==> src/rtl/half_adder.sv <==
// Single-bit half adder with a combinational result, a registered valid-qualified
// result, and saturating operation/carry event counters.
module half_adder #(
    parameter int unsigned CNT_W = 16
) (
    input  logic             clk,
    input  logic             rst_n,
    input  logic             a,
    input  logic             b,
    input  logic             in_valid,
    input  logic             clr,
    output logic             sum,
    output logic             carry,
    output logic             sum_q,
    output logic             carry_q,
    output logic             out_valid,
    output logic [CNT_W-1:0] op_count,
    output logic [CNT_W-1:0] carry_count
);

    localparam logic [CNT_W-1:0] CntMax = {CNT_W{1'b1}};
    localparam logic [CNT_W-1:0] CntOne = CNT_W'(1);

    logic             sum_d;
    logic             carry_d;
    logic             sum_r_q;
    logic             carry_r_q;
    logic             valid_d;
    logic             valid_q;
    logic [CNT_W-1:0] op_cnt_d;
    logic [CNT_W-1:0] op_cnt_q;
    logic [CNT_W-1:0] carry_cnt_d;
    logic [CNT_W-1:0] carry_cnt_q;

    // Pure combinational half-add, independent of clock, reset and valid.
    always_comb begin
        sum   = a ^ b;
        carry = a & b;
    end

    // Result register captures on accept and holds otherwise; valid tracks accept.
    always_comb begin
        sum_d   = sum_r_q;
        carry_d = carry_r_q;
        valid_d = in_valid;
        if (in_valid) begin
            sum_d   = sum;
            carry_d = carry;
        end
    end

    // Counters: clear wins over increment; each stops at all-ones instead of wrapping.
    always_comb begin
        op_cnt_d    = op_cnt_q;
        carry_cnt_d = carry_cnt_q;
        if (clr) begin
            op_cnt_d    = '0;
            carry_cnt_d = '0;
        end else if (in_valid) begin
            if (op_cnt_q != CntMax) begin
                op_cnt_d = op_cnt_q + CntOne;
            end
            if (carry && (carry_cnt_q != CntMax)) begin
                carry_cnt_d = carry_cnt_q + CntOne;
            end
        end
    end

    // State registers with asynchronous active-low reset.
    always_ff @(posedge clk or negedge rst_n) begin
        if (!rst_n) begin
            sum_r_q     <= 1'b0;
            carry_r_q   <= 1'b0;
            valid_q     <= 1'b0;
            op_cnt_q    <= '0;
            carry_cnt_q <= '0;
        end else begin
            sum_r_q     <= sum_d;
            carry_r_q   <= carry_d;
            valid_q     <= valid_d;
            op_cnt_q    <= op_cnt_d;
            carry_cnt_q <= carry_cnt_d;
        end
    end

    assign sum_q       = sum_r_q;
    assign carry_q     = carry_r_q;
    assign out_valid   = valid_q;
    assign op_count    = op_cnt_q;
    assign carry_count = carry_cnt_q;

endmodule

==> config.mk <==
export PLATFORM = sky130hd
export DESIGN_NAME = half_adder
export DESIGN_NICKNAME = d
export VERILOG_FILES = /design/src/rtl/half_adder.sv
export SDC_FILE = /design/constraint.sdc
export NUM_CORES = 1
export LEC_CHECK = 0
export CELL_PAD_IN_SITES_DETAIL_PLACEMENT = 1
export CELL_PAD_IN_SITES_GLOBAL_PLACEMENT = 2
export CORE_UTILIZATION = 25
export DETAILED_ROUTE_END_ITERATION = 12
export MAX_ROUTING_LAYER = met4
export PLACE_DENSITY = 0.75
export SYNTH_ARGS = -nofsm -noshare
export SYNTH_HDL_FRONTEND = slang
export SYNTH_SLANG_ARGS = --single-unit
==> constraint.sdc <==
create_clock -name clk -period 4.6 [get_ports clk]
set_input_delay 0.46 -clock clk [delete_from_list [all_inputs] [get_ports clk]]
set_output_delay 0.46 -clock clk [all_outputs]
set_load 0.1 [all_outputs]
**Word-level counts from Yosys, hierarchy flattened**

Cells that the tools add are included.
Widths: inputs -> output; s select.

- Flip-flop bits (word level): 35
- Input port bits: 6
- Output and inout port bits: 37
- Logic and storage cells: 23

- $add $sub $neg: 2
- Equal/unequal tests: 2
- Mux-type cells: 6
- Bitwise gates (word level): 2
- Reduce and logical (&&, ||, !) cells: 6

Operator list:

| cell | number |
|---|---|
| $mux 16 | 6 |
| $add 16x1->16 const B | 2 |
| $ne 16x16->1 const B | 2 |
| $reduce_bool 2->1 | 3 |
| $reduce_and 2->1 | 2 |
| $and 1x1->1 | 1 |
| $logic_and 1x1->1 | 1 |
| $xor 1x1->1 | 1 |

**Logic depth before layout (Yosys ltp)**

Gate-level depths: netlist of the first run.

- Depth in word-level cells: 5
- Mapped depth: 6
- Gate-level depth less buffers: 5

**Worst setup path after synthesis of the first run**

Ideal clock, no wire load.

- Path type: input port to flip-flop
- Start: input port a
- End: register carry_cnt_q[12] (netlist: carry_count[12])
- Library setup time: 78 ps
- Data arrival time: 2475 ps
- Data required time: 4522 ps
- Slack: 2047 ps
- Cell stages on the path: 5
- Buffers on the path: 0
- Path through: ha_1 -> nand2_2 -> or3_4 -> or4_1 -> a21oi_1

- Cells in the longest elaborated chain, start to end: 4

RTL lines:

| item | line | source |
|---|---|---|
| start: declaration | 8 | `input logic a,` |
| $and 1x1->1 | 38 | `carry = a & b;` |
| $logic_and 1x1->1 | 63 | `if (carry && (carry_cnt_q != CntMax)) begin` |
| $reduce_bool 2->1 (no line) | n/a |  |
| $reduce_and 2->1 (no line) | n/a |  |
| end signal: assignment | 82 | `carry_cnt_q <= carry_cnt_d;` |
| end: declaration | 33 | `logic [CNT_W-1:0] carry_cnt_q;` |

No other way between the ends.
A chain may end at the register's enable or synchronous reset.

**Worst setup path in the final report of the first run**

- Start: input port a
- End: output port sum

- Cells in the longest elaborated chain, start to end: 1

RTL lines:

| item | line | source |
|---|---|---|
| $xor 1x1->1 | 37 | `sum = a ^ b;` |
| end: declaration | 12 | `output logic sum,` |

No other way between the ends.

==> summary by stage, run 1 <==
STA
Setup repair after global routing left no endpoint under its margin. The setup TNS is 0 ps. The transition time at the pin with the least slew margin is ~1000 ps. Based on the critical path, the design can be clocked at up to 360 MHz. In this run the tightest slew margin relative to its limit is 31.5%. After layout, the worst path uses between 60% and 70% of the clock period.

The number of slew-limit violations in the final report came to 0. Across the routed clock network, the largest skew measured is 3.24 ps. The setup violation total in the final timing report is 0. The hold violation count in the final report was 0. The worst path needs 2770 ps of the cycle, external delays included. The post-layout worst setup margin is 1830 ps.

CTS
Once the clock tree was built, the resizer swapped 0 gates to a different size. The worst-skew pair later-pin latency is 290 ps. The maximum count of clock buffers along a single path is 2. The tree is rooted in a clkbuf_8. The post-CTS setup repair buffer count is 0.

The clock edge transition at the registers on the reported setup and hold paths is 70 ps. The number of sinks on the clock net is 35. The number of buffers inserted during clock tree synthesis is 5. The TritonCTS clock tree is built. The hold-fix buffer count after cts is 0. The H-tree was split into 2 levels.

Placed design
Including well taps, the total number of placed cells is 340. The cell area reported after detailed placement is 2510 um^2. Port buffering added 42 buffers.

After legalization and detailed placement, the total HPWL measured 3.62 mm. The worst setup slack before clock tree synthesis is between 1500 and 2000 ps. The routability congestion estimate is 0.710.

Setup path
The startpoint identified for the worst register-to-register timing path is op_count[8]. The critical path goes through clkdlybuf4s50_1 -> ha_1 -> clkdlybuf4s50_1. The required time of the critical path is 4140 ps. The cell with the largest stage delay on the worst path is clkdlybuf4s50_1.

The critical path's largest stage delay is 1130 ps. At the worst endpoint, the arrival time is 2310 ps. Measured in cells, the most critical reg-to-reg path has a length of 4. The worst setup path endpoint is sum.

The critical path capture point type is a primary output. The worst register-to-register path has a setup slack of 2250 ps. The worst setup path is launched from an input port. The gate family responsible for the most delay along the worst path is buffers and inverters. The cell depth of the worst setup path is 3. The worst register-to-register path ends at op_count[0]. The highest net fanout along the worst path is 2. The path type of the worst setup path is in2out. The critical path startpoint is a.

Together, buffers and inverters on the worst path number 2. The dominant cell type by count on the critical path is clkdlybuf4s50_1.

Yosys
The number of distinct library cells after synthesis is a little over 40. The synthesized design devotes to its leading area cell type between 40% and 50% of total area. Counting flops with a built-in enable in the synthesized netlist gives 0.

Synthesis produced a netlist with a net count of 210. The post-synthesis instance area is 2010 um^2. The mux contribution to synthesized area is ~5.5%. Of the total synthesized cell area, the portion taken by AND, OR, NAND and NOR gates is around 29%. The share of synthesized cell area in full adder, half adder and majority cells is 1.87%. After synthesis, the mean cell area works out to 10.0 um^2.

The most area-hungry cell type in the Yosys netlist is dfrtp_1. By count the netlist is led by dfrtp_1 (35), a21oi_1 (21), nand2_1 (17). By instance count, the leading cell after synthesis is dfrtp_1. By area, the combinational part of the netlist is dominated by simple AND/OR/NAND/NOR gates. The number of synthesis warnings is 0.

Of all flip-flops after synthesis, the portion carrying an async set or reset was 100%. Ranked by total cell area, the synthesized netlist is headed by dfrtp_1 (44%), a21oi_1 (5.2%), mux2_2 (4.5%), o31ai_1 (3.7%), or4_1 (3.4%). Summing the sequential cell areas from Yosys gives 43.6% of the chip area.

The synthesized design contains 35 register bits. After technology mapping, the gate count stands at between 200 and 250. The XOR/XNOR share of the synthesized area is 0%.

In the synthesized netlist the dominant register cell turns out to be dfrtp_1. The share of the synthesized area in compound gates (AO/OA/AOI/OAI) is roughly 17%.

Finish
The post-synthesis to final-layout area growth is 29.1%. In the final layout, the share of cells above drive strength 1 is 11.8%. With fillers left out, the area of the finished cells amounts to 2600 um^2.

The utilization after layout is 33.4%. Once layout is complete, the cells apart from fillers number 348. After the last flow step, the layout net total stands at 254. The number of antenna diodes in the final layout is 0.

The number of fillers in the final layout is between 900 and 1k.

Floorplanning
In this run the count of I/O pins placed on the die edge is 43. After floorplanning, the core was sized to cover 7770 um^2. The initial cell density of the core is about a quarter.

The die is about 92 um tall. The chip width is 91.7 um. The die footprint is 8410 um^2. The total number of placement rows is 32.

Routing
Before antenna repair, the detailed router went through 4 iterations. The wire length reported by the detailed router is 5.21 mm. Once detail routing completed, the nets flagged for antenna violations numbered 0. Using the TritonRoute via totals, the vias-per-cell ratio works out to between 5 and 6. For this block, the initial DRC count from the detailed router was 75. The count of unresolved DRC violations after routing is 0.

The final route contains between 1.5k and 2k vias. The average wire length per cell after detail routing is 15.0 um.

Global route
The number of global-route vias before repair is 1799. Across every metal layer, demand over resource in global routing totals 14.1%. Summed over all layers, the global routing overflow is 0. The initial antenna violation count is 0. The global-route wire length before repair is 9.14 mm. The largest net degree at the start of global routing is 36.

Min path
The tightest min-delay check is of the reg2reg type.

Pwr
The leakage power summed over all cells is 0.995 nW. The worst voltage drop across the vdd grid is 0.0000838 V. Power spread over the standard cell area amounts to 242 nW/um^2.

Outcome
The run finished with clean final reports.

Flow run
The number of violations of the max-capacitance limit is 0.
[worst reg2reg max path, stage by stage (launching register included)]
cell,delay (ps)
dfrtp_1,480
nand4_2,180
nor4_2,900
a21boi_0,340
mux2_2,340
[cells in the final DEF (no fill, tap or decap), types with 2 or more instances in the layout]
cell and n:
and4_1 4, buf_4 2, mux2i_1 2, and3_1 3, a21boi_0 2, nor3_1 3
nor4_1 5, nand4_1 6, o41ai_1 3, clkbuf_8 5, o31a_1 3, o21ai_0 6
a21oi_1 21, clkdlybuf4s50_1 42, o21a_1 3, mux2_2 8, nor2b_1 8, dfrtp_1 35
or3_1 4, o31ai_1 10, clkbuf_1 2, ha_1 3, nand4_2 4, or4_1 9
nand3_1 8, inv_1 4, nor2_1 9, nand2_1 17, o311ai_0 3
[logic make-up after synthesis]
kind of cell / count (synthesis)
fa+ha+maj: 3
simple gates: 89
mux: 10
buf+inv: 12
flops: 35
compound gates: 52
[area by class of cell]
| class | count | area [um^2] | share of cell area (%) |
|---|---|---|---|
| Clock buffer | 7 | 76.3 | 2.94 |
| Clock inverter | 1 | 5.00 | 0.193 |
| Inverter | 5 | 18.8 | 0.723 |
| Multi-Input combinational cell | 154 | 1060 | 40.7 |
| Sequential cell | 35 | 876 | 33.7 |
| Tap cell | 102 | 128 | 4.92 |
| Timing Repair Buffer | 44 | 435 | 16.8 |
[per-stage QoR]
| stage | power (mW) | hold WS, ps |
|---|---|---|
| 6_report | 0.629 | 511 |
| 5_1_grt | 0.659 | 530 |
| 4_1_cts | 0.644 | 517 |
| 3_5_place_dp | 0.415 | 500 |
| 3_3_place_gp | 0.413 | 501 |
| 2_1_floorplan | 0.385 | 164 |
[routing by layer]
metal | wire length [um] | GRT usage, %
met2 | 2520 | 23.3
met4 | 59 | 3.97
met1 | 2420 | 17.4
met5 | 0 | -
met3 | 211 | 3.07
[state kept, by name, indices dropped and copies added, names as in the netlist]
signal and flops:
carry_count 16, carry_q 1, op_count 16, out_valid 1, sum_q 1
[worst min-delay path by stage]
| stage | from | to | slack [ps] | cells after the start |
|---|---|---|---|---|
| after floorplan | rst_n | carry_count[0] | 160 | 0 |
| after global placement | sum_q | sum_q | 500 | 1 |
| after detailed placement | sum_q | sum_q | 500 | 1 |
| after CTS | sum_q | sum_q | 520 | 1 |
| after global routing | sum_q | sum_q | 530 | 1 |
| final | sum_q | sum_q | 510 | 1 |
[where the power goes]
group          switching (mW)  internal [mW]  total, mW
Sequential            0.00430          0.312      0.316
Clock                   0.116          0.106      0.223
Combinational          0.0687         0.0217     0.0904
Total                   0.189          0.440      0.629
Power figures use the tool's default switching activity.
==> run 2, diff against run 1 <==
==> constraint.sdc (replaced) <==
create_clock -name clk -period 2.8 [get_ports clk]
set_input_delay 0.28 -clock clk [delete_from_list [all_inputs] [get_ports clk]]
set_output_delay 0.28 -clock clk [all_outputs]
set_load 0.1 [all_outputs]
==> summary by stage, run 2 (synthesized netlist as in run 1, its figures left out) <==
STA
The transition time at the pin with the least slew margin is 594 ps (was 1020 ps). The top achievable clock speed is 514 MHz. The final period demand of the worst path is approximately 2000 ps. The headroom to the max-slew limit is 60.1% (was 31.5%). The final cycle utilization of the critical path is 69.5%.

The setup violation total in the final timing report is 0 (unchanged). Setup repair after global routing missed its margin: no (unchanged). The hold violation count in the final report is 0 (unchanged). The setup TNS was 0 ps (unchanged). The largest clock skew in the final design is 4.30 ps (was 3.24 ps). The number of slew-limit violations in the final report is 0 (unchanged).

CTS
The post-CTS setup repair buffer count was 0 (unchanged). The number of sinks on the clock net is 35 (unchanged). The buffer type at the clock tree root is clkbuf_8 (unchanged). The number of resized instances in the post-cts repair step was 0 (unchanged). The maximum count of clock buffers along a single path is 2 (unchanged).

The number of buffers inserted during clock tree synthesis is 5 (unchanged). The clock edge transition at the registers on the reported setup and hold paths is 80 ps (was 70 ps). The hold-fix buffer count after cts is 0 (unchanged). The TritonCTS clock tree is built (unchanged).

The worst-skew pair later-pin latency was 290 ps (about the same). The total number of H-tree levels is 2 (unchanged).

Outcome
Result of the run: finished clean (unchanged).

Floorplanning
The standard cell core area is 7770 um^2 (unchanged). The height of the chip is 91.7 um (unchanged). The chip width is 91.7 um (unchanged). The total number of placement rows is 32 (unchanged). The die footprint came to 8410 um^2 (unchanged). The total I/O pin count is 43 (unchanged). The initial cell density of the core is 25.9% (unchanged).

Routing
The number of vias in the routed layout came to 1805 (was 1784). The wire length reported by the detailed router is 5.36 mm (was 5.21 mm). The average wire length per cell after detail routing is 15.2 um (was 15.0 um). The number of vias per cell after detailed routing is 5.13 (about the same).

The number of design-rule violations left by the first detailed-router iteration was 73 (was 75). The remaining number of nets flagged by the antenna check after routing came to 0 (unchanged). The count of unresolved DRC violations after routing was 0 (unchanged). The first-pass detailed-route iteration total came to 4 (unchanged).

Placed design
The number of I/O port buffers is 42 (unchanged). The placed wire-length estimate is 3.84 mm (was 3.62 mm). The routability congestion estimate came to 0.694 (was 0.710).

Flow run
The number of violations of the max-capacitance limit is 0 (unchanged).

Setup path
The slack of the worst reg-to-reg path is 860 ps (was 2250 ps). The path depth of the worst reg2reg path is 6 (was 4). The critical path capture point type is a flop (was primary output). The endpoint arrival time on the critical path was 2170 ps (was 2310 ps). The path type of the worst setup path is reg2reg (was in2out). The required time of the critical path is 3030 ps (was 4140 ps). The launching element type of the critical path is a flop (was input port). The worst reg2reg path startpoint is carry_count[0] (was op_count[8]). The endpoint of the most critical register-to-register path is carry_count[6] (was op_count[0]).

The highest net fanout along the worst path is 10 (was 2).

Global route
The global-route wire length before repair was 9.29 mm (was 9.14 mm). The global-route usage over all layers was 14.4% (was 14.1%). The initial antenna violation count is 0 (unchanged). The largest net degree at the start of global routing is 36 (unchanged). The global-route congestion overflow total came to 0 (unchanged). The number of global-route vias before repair is 1851 (was 1799).

Finish
The leading cell type in the layout, fill and taps excluded is buf_4 (was clkdlybuf4s50_1). The net count reported at finish is 258 (was 254). The post-synthesis to final-layout area growth was 26.9% (was 29.1%). Commonest cells after routing, fill and taps aside: buf_4 (43), dfrtp_1 (35), a21oi_1 (21), nand2_1 (17), o31ai_1 (10) (was clkdlybuf4s50_1 (42), dfrtp_1 (35), a21oi_1 (21), nand2_1 (17), o31ai_1 (10)). The fraction of final layout cells with drive strength greater than 1 is 28.4% (was 11.8%). The antenna diode count came to 0 (unchanged).

Pwr
The leakage power summed over all cells is 1.10 nW (was 0.995 nW). The worst voltage drop across the vdd grid is 0.000189 V (was 0.0000838 V). The power density of the placed cells is 426 nW/um^2 (was 242 nW/um^2). The total power of the final layout is 1.09 mW (was 0.629 mW).

Min path
The type of the tightest min-delay check is in2async (was reg2reg).
## run 2: changes by cell type in the layout (fill, tap and decap cells not counted), sizes merged
cell and delta:
buf +41, clkbuf +1, clkdlybuf4s50 -37, clkinv -1
## run 2: worst max-delay path by stage
stage | start | endpoint | slack, ps | depth (start not counted)
final | carry_count[0] | carry_count[6] | 860 | 6
after global placement | a | carry_count[12] | 670 | 6
after floorplan | carry_count[1] | carry_count[12] | 350 | 5
after CTS | op_count[8] | op_count[0] | 810 | 4
after global routing | op_count[8] | op_count[0] | 650 | 4
after detailed placement | a | carry_count[15] | 610 | 6
## run 2: per-stage QoR
stage | std cells | setup WS [ps] | util, % | hold WS [ps] | instance area [um^2]
floorplan | 201 | 350 | - | -15.6 | 2010
global placement | 344 | 669 | 31.6 | 502 | 2450
detailed placement | 344 | 613 | 31.6 | 498 | 2450
CTS | 352 | 814 | 32.9 | 429 | 2550
global route | 352 | 653 | 32.9 | 458 | 2550
finish | 352 | 855 | 32.9 | 407 | 2550
## run 2: power by group
part	switching (mW)	internal, mW
clock	0.197	0.225
sequential	0.00664	0.513
combinational	0.113	0.0338
## run 2: layout make-up
class	instances	area (um^2)
fill	920	5220
multi-input combinational	154	1060
sequential	35	876
timing repair buffer	48	373
tap	102	128
clock buffer	8	100
inverter	5	18.8
## run 2: critical path, cell delays in order (launching register included)
cell and delay [ps]:
dfrtp_1 440, ha_1 280, nand4_4 130, nor4_4 80, buf_4 180, or4_2 600
a21oi_1 160
## run 2: per-layer routing
| layer | track usage, % | wire length [um] |
|---|---|---|
| met5 | - | 0 |
| met4 | 4.76 | 70 |
| met3 | 2.65 | 171 |
| met2 | 22.7 | 2510 |
| met1 | 18.7 | 2620 |
==> run 3, diff against run 2 <==
==> constraint.sdc (replaced) <==
create_clock -name clk -period 1.9 [get_ports clk]
set_input_delay 0.19 -clock clk [delete_from_list [all_inputs] [get_ports clk]]
set_output_delay 0.19 -clock clk [all_outputs]
set_load 0.1 [all_outputs]
==> summary by stage, run 3 (synthesized netlist as in run 1, its figures left out) <==
Routing
The number of design-rule violations left by the first detailed-router iteration came to 67 (was 73). The number of vias in the routed layout is 1874 (was 1805). The wire length reported by the detailed router was 5.80 mm (was 5.36 mm).

The first-pass detailed-route iteration total was 4 (unchanged). The average wire length per cell after detail routing is 15.5 um (was 15.2 um). The number of vias per cell after detailed routing is 5.01 (was 5.13). The remaining number of nets flagged by the antenna check after routing came to 0 (unchanged). The count of unresolved DRC violations after routing came to 0 (unchanged).

Finish
The fraction of final layout cells with drive strength greater than 1 is 47.8% (was 28.4%). The number of fillers in the final layout is 903 (was 920). The post-synthesis to final-layout area growth was 43.6% (was 26.9%).

Commonest cells after routing, fill and taps aside: buf_4 (61), a21oi_1 (19), nand2_1 (17), dfrtp_4 (17), dfrtp_2 (15) (was buf_4 (43), dfrtp_1 (35), a21oi_1 (21), nand2_1 (17), o31ai_1 (10)). The antenna diode count came to 0 (unchanged). The utilization after layout is 37.2% (was 32.9%). The net count reported at finish is 280 (was 258). The leading cell type in the layout, fill and taps excluded is buf_4 (unchanged). The final design area excluding fillers is 2890 um^2 (was 2550 um^2).

STA
The setup TNS was 0 ps (unchanged). The largest clock skew in the final design is 9.30 ps (was 4.30 ps). The post-layout worst setup margin is 86.0 ps (was 855 ps). The worst hold margin is 310 ps (was 407 ps). The top achievable clock speed was 551 MHz (was 514 MHz). The transition time at the pin with the least slew margin is 581 ps (was 594 ps). The hold violation count in the final report is 0 (unchanged). The setup violation total in the final timing report is 0 (unchanged).

The final period demand of the worst path is 1810 ps (was 1940 ps). The headroom to the max-slew limit is 61.0% (was 60.1%). The number of slew-limit violations in the final report is 0 (unchanged). The final cycle utilization of the critical path came to 95.5% (was 69.5%).

Setup repair after global routing missed its margin: no (unchanged).

CTS
The post-CTS setup repair buffer count is 0 (unchanged). The clock edge transition at the registers on the reported setup and hold paths came to 80 ps (about the same). The number of sinks on the clock net is 35 (unchanged). The buffer type at the clock tree root is clkbuf_8 (unchanged).

The total number of H-tree levels is 2 (unchanged). The maximum count of clock buffers along a single path is 2 (unchanged). The number of resized instances in the post-cts repair step is 0 (unchanged). The TritonCTS clock tree is built (unchanged).

The hold-fix buffer count after cts came to 0 (unchanged). The worst-skew pair later-pin latency is 300 ps (was 290 ps). The number of buffers inserted during clock tree synthesis is 5 (unchanged).

Pwr
The power density of the placed cells is 596 nW/um^2 (was 426 nW/um^2). The worst voltage drop across the vdd grid is 0.000257 V (was 0.000189 V). The leakage power summed over all cells is 1.16 nW (was 1.10 nW).

Placed design
The placed wire-length estimate is 4.10 mm (was 3.84 mm). The cell area reported after detailed placement is 2760 um^2 (was 2450 um^2). The number of I/O port buffers came to 42 (unchanged). The worst setup slack before clock tree synthesis was -122 ps (was 613 ps). The routability congestion estimate was 0.761 (was 0.694).

Floorplanning
The initial cell density of the core is 25.9% (unchanged). The total I/O pin count was 43 (unchanged). The chip width came to 91.7 um (unchanged). The die footprint is 8410 um^2 (unchanged). The total number of placement rows is 32 (unchanged). The standard cell core area is 7770 um^2 (unchanged). The height of the chip was 91.7 um (unchanged).

Min path
The type of the tightest min-delay check is in2async (unchanged).

Setup path
The slack of the worst reg-to-reg path was 90 ps (was 860 ps). The worst reg2reg path startpoint is carry_count[1] (was carry_count[0]). The required time of the critical path is 2130 ps (was 3030 ps). The launching element type of the critical path is a flop (unchanged).

The buffer and inverter count on the worst path is 1 (unchanged). The cell with the largest stage delay on the worst path is or4_2 (unchanged). The path type of the worst setup path is reg2reg (unchanged). The critical path's largest stage delay came to 620 ps (was 600 ps). Crit-path cells: ha_4 -> nand4_4 -> nor4_4 -> buf_6 -> or4_2 -> a21oi_2 (was ha_1 -> nand4_4 -> nor4_4 -> buf_4 -> or4_2 -> a21oi_1). The path depth of the worst reg2reg path is 6 (unchanged). The highest net fanout along the worst path is 10 (unchanged). The gate family responsible for the most delay along the worst path is simple AND/OR/NAND/NOR gates (unchanged).

The critical path startpoint is carry_count[1] (was carry_count[0]). The endpoint arrival time on the critical path is 2040 ps (was 2170 ps). The cell depth of the worst setup path is 6 (unchanged). The critical path capture point type was a flop (unchanged).

Global route
The number of global-route vias before repair is 1940 (was 1851). The initial antenna violation count is 0 (unchanged). The global-route usage over all layers is 15.6% (was 14.4%).

The global-route congestion overflow total is 0 (unchanged). The largest net degree at the start of global routing is 36 (unchanged). The global-route wire length before repair is 10.2 mm (was 9.29 mm).

Outcome
Result of the run: finished clean (unchanged).

Flow run
The number of violations of the max-capacitance limit is 0 (unchanged).
[run 3: cell types whose count changed in the layout (fill, tap and decap cells not counted), sizes merged]
cell    delta
buf       +22
clkbuf     -3
clkinv     +2
bufinv     +1
[run 3: power breakdown]
group	switching, mW	total, mW	internal, mW
registers	0.00842	0.766	0.758
logic	0.176	0.249	0.0737
clock network	0.314	0.705	0.391
[run 3: cell type report]
cell class	instances	area [um^2]	area share (%)
flip-flops and latches	35	958	33.2
repair buffers	70	579	20.1
clock buffers	5	68.8	2.38
inverters	5	18.8	0.650
clock inverters	3	43.8	1.52
multi-input cells	154	1090	37.8
well taps	102	128	4.42
[run 3: path summary, 6_finish.rpt]
check	to
min	carry_count[2]
max	carry_count[6]
max reg2reg	carry_count[6]
min in group clk	sum_q
max in group asynchronous	op_count[9]
min reg2reg	sum_q
[run 3: per-stage QoR]
stage                     std cells  power [mW]
final                           374        1.72
after global routing            374        1.80
after CTS                       374        1.76
after detailed placement        366        1.04
after global placement          366        1.03
after floorplan                 201       0.944
[run 3: per-layer routing]
metal / GRT usage [%] / part of all wire, %
met5: - / 0
met4: 3.97 / 0.74
met1: 20.0 / 47
met3: 3.07 / 3.2
met2: 25.3 / 49
